===== src/rtl/data_mem_pkg.sv =====
// Shared types and elaboration helpers for the byte-enabled data memory.
package data_mem_pkg;

  typedef enum logic [0:0] {
    CLEAR = 1'b0,
    READY = 1'b1
  } state_t;

  function automatic int unsigned bytes(input int unsigned data_width);
    return data_width / 8;
  endfunction

  function automatic bit params_ok(input int unsigned data_width,
                                   input int unsigned read_latency);
    return (data_width != 0) && (data_width % 8 == 0) &&
           (read_latency == 1 || read_latency == 2);
  endfunction

endpackage


===== src/rtl/data_mem_array.sv =====
// DEPTH x DATA_WIDTH storage: byte-enable write, registered read, one access per edge.
module data_mem_array
  import data_mem_pkg::*;
#(
  parameter int unsigned DATA_WIDTH = 16,
  parameter int unsigned ADDR_WIDTH = 8
) (
  input  logic                            clock,
  input  logic                            reset_n,
  input  logic                            write_en,
  input  logic                            read_en,
  input  logic [ADDR_WIDTH-1:0]           addr,
  input  logic [DATA_WIDTH-1:0]           wdata,
  input  logic [bytes(DATA_WIDTH)-1:0]    be,
  output logic [DATA_WIDTH-1:0]           rdata
);

  localparam int unsigned DEPTH  = 2 ** ADDR_WIDTH;
  localparam int unsigned NBYTES = bytes(DATA_WIDTH);

  logic [DATA_WIDTH-1:0] mem [DEPTH];

  // Storage itself is never reset; only the read register is.
  always_ff @(posedge clock) begin
    if (write_en) begin
      for (int unsigned i = 0; i < NBYTES; i++) begin
        if (be[i]) mem[addr][8*i +: 8] <= wdata[8*i +: 8];
      end
    end
  end

  always_ff @(posedge clock or negedge reset_n) begin
    if (!reset_n)     rdata <= '0;
    else if (read_en) rdata <= mem[addr];
  end

endmodule


===== src/rtl/data_mem_ctrl.sv =====
// Data memory controller: post-reset clear FSM, request arbitration, error pulse
// and optional second read stage around data_mem_array.
module data_mem_ctrl
  import data_mem_pkg::*;
#(
  parameter int unsigned DATA_WIDTH     = 16,
  parameter int unsigned ADDR_WIDTH     = 8,
  parameter int unsigned READ_LATENCY   = 1,
  parameter int unsigned CLEAR_ON_RESET = 1
) (
  input  logic                         clock,
  input  logic                         reset_n,
  input  logic                         mem_read,
  input  logic                         mem_write,
  input  logic [ADDR_WIDTH-1:0]        address,
  input  logic [DATA_WIDTH-1:0]        data_to_write,
  input  logic [bytes(DATA_WIDTH)-1:0] byte_en,
  output logic                         req_ready,
  output logic [DATA_WIDTH-1:0]        readed_data,
  output logic                         rvalid,
  output logic                         err,
  output logic                         busy
);

  localparam int unsigned NBYTES = bytes(DATA_WIDTH);

  if (!params_ok(DATA_WIDTH, READ_LATENCY)) begin : g_bad_params
    $error("data_mem_ctrl: DATA_WIDTH must be a multiple of 8, READ_LATENCY 1 or 2");
  end

  state_t                  state;
  logic [ADDR_WIDTH-1:0]   clear_addr;
  logic                    clearing;
  logic                    accept_rd;
  logic                    accept_wr;
  logic                    illegal;
  logic                    arr_we;
  logic [ADDR_WIDTH-1:0]   arr_addr;
  logic [DATA_WIDTH-1:0]   arr_wdata;
  logic [NBYTES-1:0]       arr_be;
  logic [DATA_WIDTH-1:0]   rdata;
  logic                    v1;

  assign clearing  = (state == CLEAR);
  assign busy      = clearing;
  assign accept_rd = req_ready & mem_read & ~mem_write;
  assign accept_wr = req_ready & mem_write & ~mem_read;
  assign illegal   = req_ready & mem_read & mem_write;

  // The clear sequence borrows the single array port, so it owns the mux while busy.
  assign arr_we    = clearing | accept_wr;
  assign arr_addr  = clearing ? clear_addr : address;
  assign arr_wdata = clearing ? '0 : data_to_write;
  assign arr_be    = clearing ? '1 : byte_en;

  // req_ready is registered so that it only rises on the edge that completes the clear
  // (or the first edge after reset when the clear is skipped).
  always_ff @(posedge clock or negedge reset_n) begin
    if (!reset_n) begin
      state      <= (CLEAR_ON_RESET != 0) ? CLEAR : READY;
      clear_addr <= '0;
      req_ready  <= 1'b0;
      err        <= 1'b0;
      v1         <= 1'b0;
    end else begin
      err <= illegal;
      v1  <= accept_rd;
      case (state)
        CLEAR: begin
          clear_addr <= clear_addr + ADDR_WIDTH'(1);
          if (clear_addr == '1) begin
            state     <= READY;
            req_ready <= 1'b1;
          end
        end
        READY: req_ready <= 1'b1;
      endcase
    end
  end

  data_mem_array #(
    .DATA_WIDTH(DATA_WIDTH),
    .ADDR_WIDTH(ADDR_WIDTH)
  ) u_array (
    .clock   (clock),
    .reset_n (reset_n),
    .write_en(arr_we),
    .read_en (accept_rd),
    .addr    (arr_addr),
    .wdata   (arr_wdata),
    .be      (arr_be),
    .rdata   (rdata)
  );

  if (READ_LATENCY == 2) begin : g_lat2
    logic                  v2;
    logic [DATA_WIDTH-1:0] d2;

    always_ff @(posedge clock or negedge reset_n) begin
      if (!reset_n) begin
        v2 <= 1'b0;
        d2 <= '0;
      end else begin
        v2 <= v1;
        if (v1) d2 <= rdata;
      end
    end

    assign rvalid      = v2;
    assign readed_data = d2;
  end else begin : g_lat1
    assign rvalid      = v1;
    assign readed_data = rdata;
  end

endmodule


===== config.mk =====
export PLATFORM = sky130hd
export DESIGN_NAME = data_mem_ctrl
export DESIGN_NICKNAME = d
export VERILOG_FILES = /design/src/rtl/data_mem_pkg.sv /design/src/rtl/data_mem_array.sv /design/src/rtl/data_mem_ctrl.sv
export SDC_FILE = /design/constraint.sdc
export NUM_CORES = 2
export LEC_CHECK = 0
export BUFFER_PORTS_ARGS = -buffer_cell sky130_fd_sc_hd__buf_2
export CAP_MARGIN = 5
export CORE_MARGIN = 3
export CORE_UTILIZATION = 68
export DETAILED_ROUTE_END_ITERATION = 8
export HOLD_SLACK_MARGIN = 0.05
export PLACE_DENSITY_LB_ADDON = 0.1
export SETUP_SLACK_MARGIN = 0.2
export SLEW_MARGIN = 20
export SYNTH_ARGS = -nofsm -noshare
export SYNTH_HDL_FRONTEND = slang
export SYNTH_HIERARCHICAL = 1
export SYNTH_SLANG_ARGS = --single-unit

===== constraint.sdc =====
create_clock -name clock -period 14.81 [get_ports clock]
set_input_delay 0.7405 -clock clock [delete_from_list [all_inputs] [get_ports clock]]
set_output_delay 0.7405 -clock clock [all_outputs]
set_load 0.01 [all_outputs]

==> out/qor.yml <==
yosys:
  synth_ff_type: "edfxtp_1"
  synth_compound_area_frac: 0.0226
  synth.area.mux_share: 0.161
  yosysSeqAreaShare: 0.771
  synth-simple-area-share: 0.0271
  yosysUniqueCellTypes: 81
  ys.warnings.count: 6
  syn_area_um2: 160000
  synth-seq-cells: 4124
  synth_edf_count: 4096
  syn_area_per_cell_um2: 21.5
  synth_top_family_by_area: "multiplexers"
  synthArstFlopShare: 0.00679
  yosys.area_share.adder: 0.0000780
  synth_nets: 7494
  syn_inst: 7463
  synth_xor_area_frac: 0.000382
cts:
  cts_buffers: 407
  h-tree-depth: 5
  cts.clk_slew.worst_paths_ps: 60
  cts_tree: "built"
  cts_setup_buffers: 0
  cts-root-buf: "clkbuf_16"
  clock_latency_ps: 1000
  clk_path_buf_depth: 4
  cts.sink_count: 4124
  cts_resized: 0
  hold_buffers: 3
sta:
  finClkSkew_ps: 49.0
  setup_violations: 0
  finalSetupTns_ps: 0
  period_needed_ps: 6860
  slew_headroom: 0.0566
  finalHoldViolCount: 0
  fmaxAchievable_ghz: 0.146
  worstMarginPinSlew_ps: 1420
  finalCritPeriodShare: 0.463
  rsz0062_at_grt: "no"
  slew_violations: 0
setup_path:
  cp.buffers_inverters: 4
  cp.depth: 12
  crit_fanout: 59
  crit_family: "buffers and inverters"
  critical_path_class: "register to register"
  crit_chain: "mux2_8 -> buf_4 -> buf_4 -> buf_4 -> buf_4 -> mux4_2 -> nor2_1 -> nor2_1 -> o21ai_0 -> a211oi_1 -> nor4_2 -> o22ai_1"
  crit_top_cell: "buf_4"
  endpoint_kind: "register"
  crit_arrival_ps: 7680
  crit_slowest_cell: "dfrtp_2"
  critPathLaunchType: "register"
  crit_required_ps: 15630
  reg2reg_depth: 12
  max_stage_delay_ps: 970
placed_design:
  routabilityCongestion: 0.861
  dpl.cell_count: 10400
  portBuffers: 49
  hpwl_um: 250000
run_status:
  outcome: "complete, no violations"
drt:
  drt_first_pass_iters: 7
  vias: 81500
  route.antenna.remaining_nets: 0
  vias_per_cell: 7.33
  route.detailed.drc: 0
  drtIter0Drc: 13100
  routedWlPerCell_um: 38.4
  finalWirelength_um: 427000
finish:
  syn_to_final_growth_pct: 10.2
  fillCellCount: 12200
  final_common_cell: "edfxtp_1"
  final_util: 0.756
  stdcell_count: 11100
  final_nets: 7675
  drive_gt1_frac: 0.236
  final_cell_mix: "edfxtp_1, mux4_2, nor2_1, clkbuf_16, mux2i_1"
grt:
  overflow: 0
  grt_pass1_vias: 79900
  grt_pass1_wl_um: 606000
  grt_max_degree: 224
  antenna_found_initial: 21
  track_usage: 0.358
hold_path:
  whs_path_depth: 2
  hold_path_class: "primary input to register"
die:
  dieArea_um2: 242000
  core_um2: 234000
  num_io_pins: 50
  die_h_um: 492
  die_w_um: 492
  rows: 177
  start_util: 0.686
power_and_ir_drop:
  p_leak_nw: 45.5
  power_mw: 22.9
  ir_drop_v: 0.000117
  power_density_nw_per_um2: 129
flow_run:
  maxCapViolations: 0
==> report_power, final <==
| group | internal, mW | switching (mW) | total (mW) |
|---|---|---|---|
| logic | 0.00332 | 0.00585 | 0.00918 |
| clock network | 5.98 | 4.24 | 10.2 |
| registers | 12.6 | 0 | 12.6 |
==> worst paths after layout <==
path,start,to,slack (ps)
max,state,u_array/rdata[7],7950
min,mem_write,rvalid,180
max reg2reg,state,u_array/rdata[7],7950
min reg2reg,clear_addr[7],clear_addr[7],490
max in group asynchronous,reset_n,state,13680
min in group asynchronous,reset_n,u_array/rdata[8],460
==> cells in the mapped netlist, drive strengths merged (8+ instances only) <==
master | n | share of area
a22o | 9 | 0.00049
a32oi | 42 | 0.0023
o22ai | 71 | 0.0028
dfrtp | 28 | 0.0044
nand3 | 65 | 0.0020
o22a | 16 | 0.00087
buf | 308 | 0.014
o221ai | 8 | 0.00044
a22oi | 124 | 0.0058
mux4 | 995 | 0.14
nand2 | 207 | 0.0049
and3 | 10 | 0.00039
edfxtp | 4096 | 0.77
o21ai | 66 | 0.0021
mux2i | 303 | 0.019
nor2b | 12 | 0.00047
nor3 | 22 | 0.00069
mux2 | 29 | 0.0020
nor2 | 609 | 0.014
a31oi | 19 | 0.00074
nor4 | 12 | 0.00051
a211oi | 13 | 0.00061
a21oi | 94 | 0.0029
clkbuf | 145 | 0.0034
nand2b | 13 | 0.00051
and2 | 21 | 0.00082
a221oi | 23 | 0.0013
nand4 | 13 | 0.00051
==> logic make-up (layout without fill, tap and decap cells) <==
family	after synthesis	count (layout)
compound gates	526	526
buf+inv	459	956
fa+ha+maj	1	1
xor+xnor	7	7
mux	1327	1327
flops	4124	4124
other cells	0	26
simple gates	1019	1019
==> registers in the layout, summed over array words and instances (netlist names) <==
| signal | count |
|---|---|
| clear_addr | 8 |
| err | 1 |
| req_ready | 1 |
| rvalid | 1 |
| state | 1 |
| u_array/mem | 4096 |
| u_array/rdata | 16 |
==> metrics by stage <==
step | setup slack [ps] | instance area, µm² | hold WS [ps]
after global routing | 7790 | 177000 | 145
after CTS | 7910 | 176000 | 94.6
final | 7950 | 177000 | 182
after detailed placement | 7940 | 163000 | 483
after floorplan | 9980 | 160000 | 445
after global placement | 7890 | 163000 | 484
==> metal layers <==
layer  global-route usage  wire length [µm]  part of all wire
met2                0.542            203000              0.47
met3               0.0904             54200              0.13
met4                0.181             24600             0.058
met5                    0                41          0.000096
met1                0.497            145000              0.34
==> final cells by class <==
class | instances | area [µm²] | area share
Tap cell | 3132 | 3920 | 0.0222
Inverter | 6 | 42.5 | 0.000241
Timing Repair Buffer | 225 | 1790 | 0.0101
Clock buffer | 505 | 10800 | 0.0613
Clock inverter | 220 | 2250 | 0.0128
Antenna cell | 26 | 65.1 | 0.000368
Sequential cell | 4124 | 124000 | 0.700
Multi-Input combinational cell | 2880 | 34100 | 0.193
Note: power is estimated with default switching activity, not from simulation.
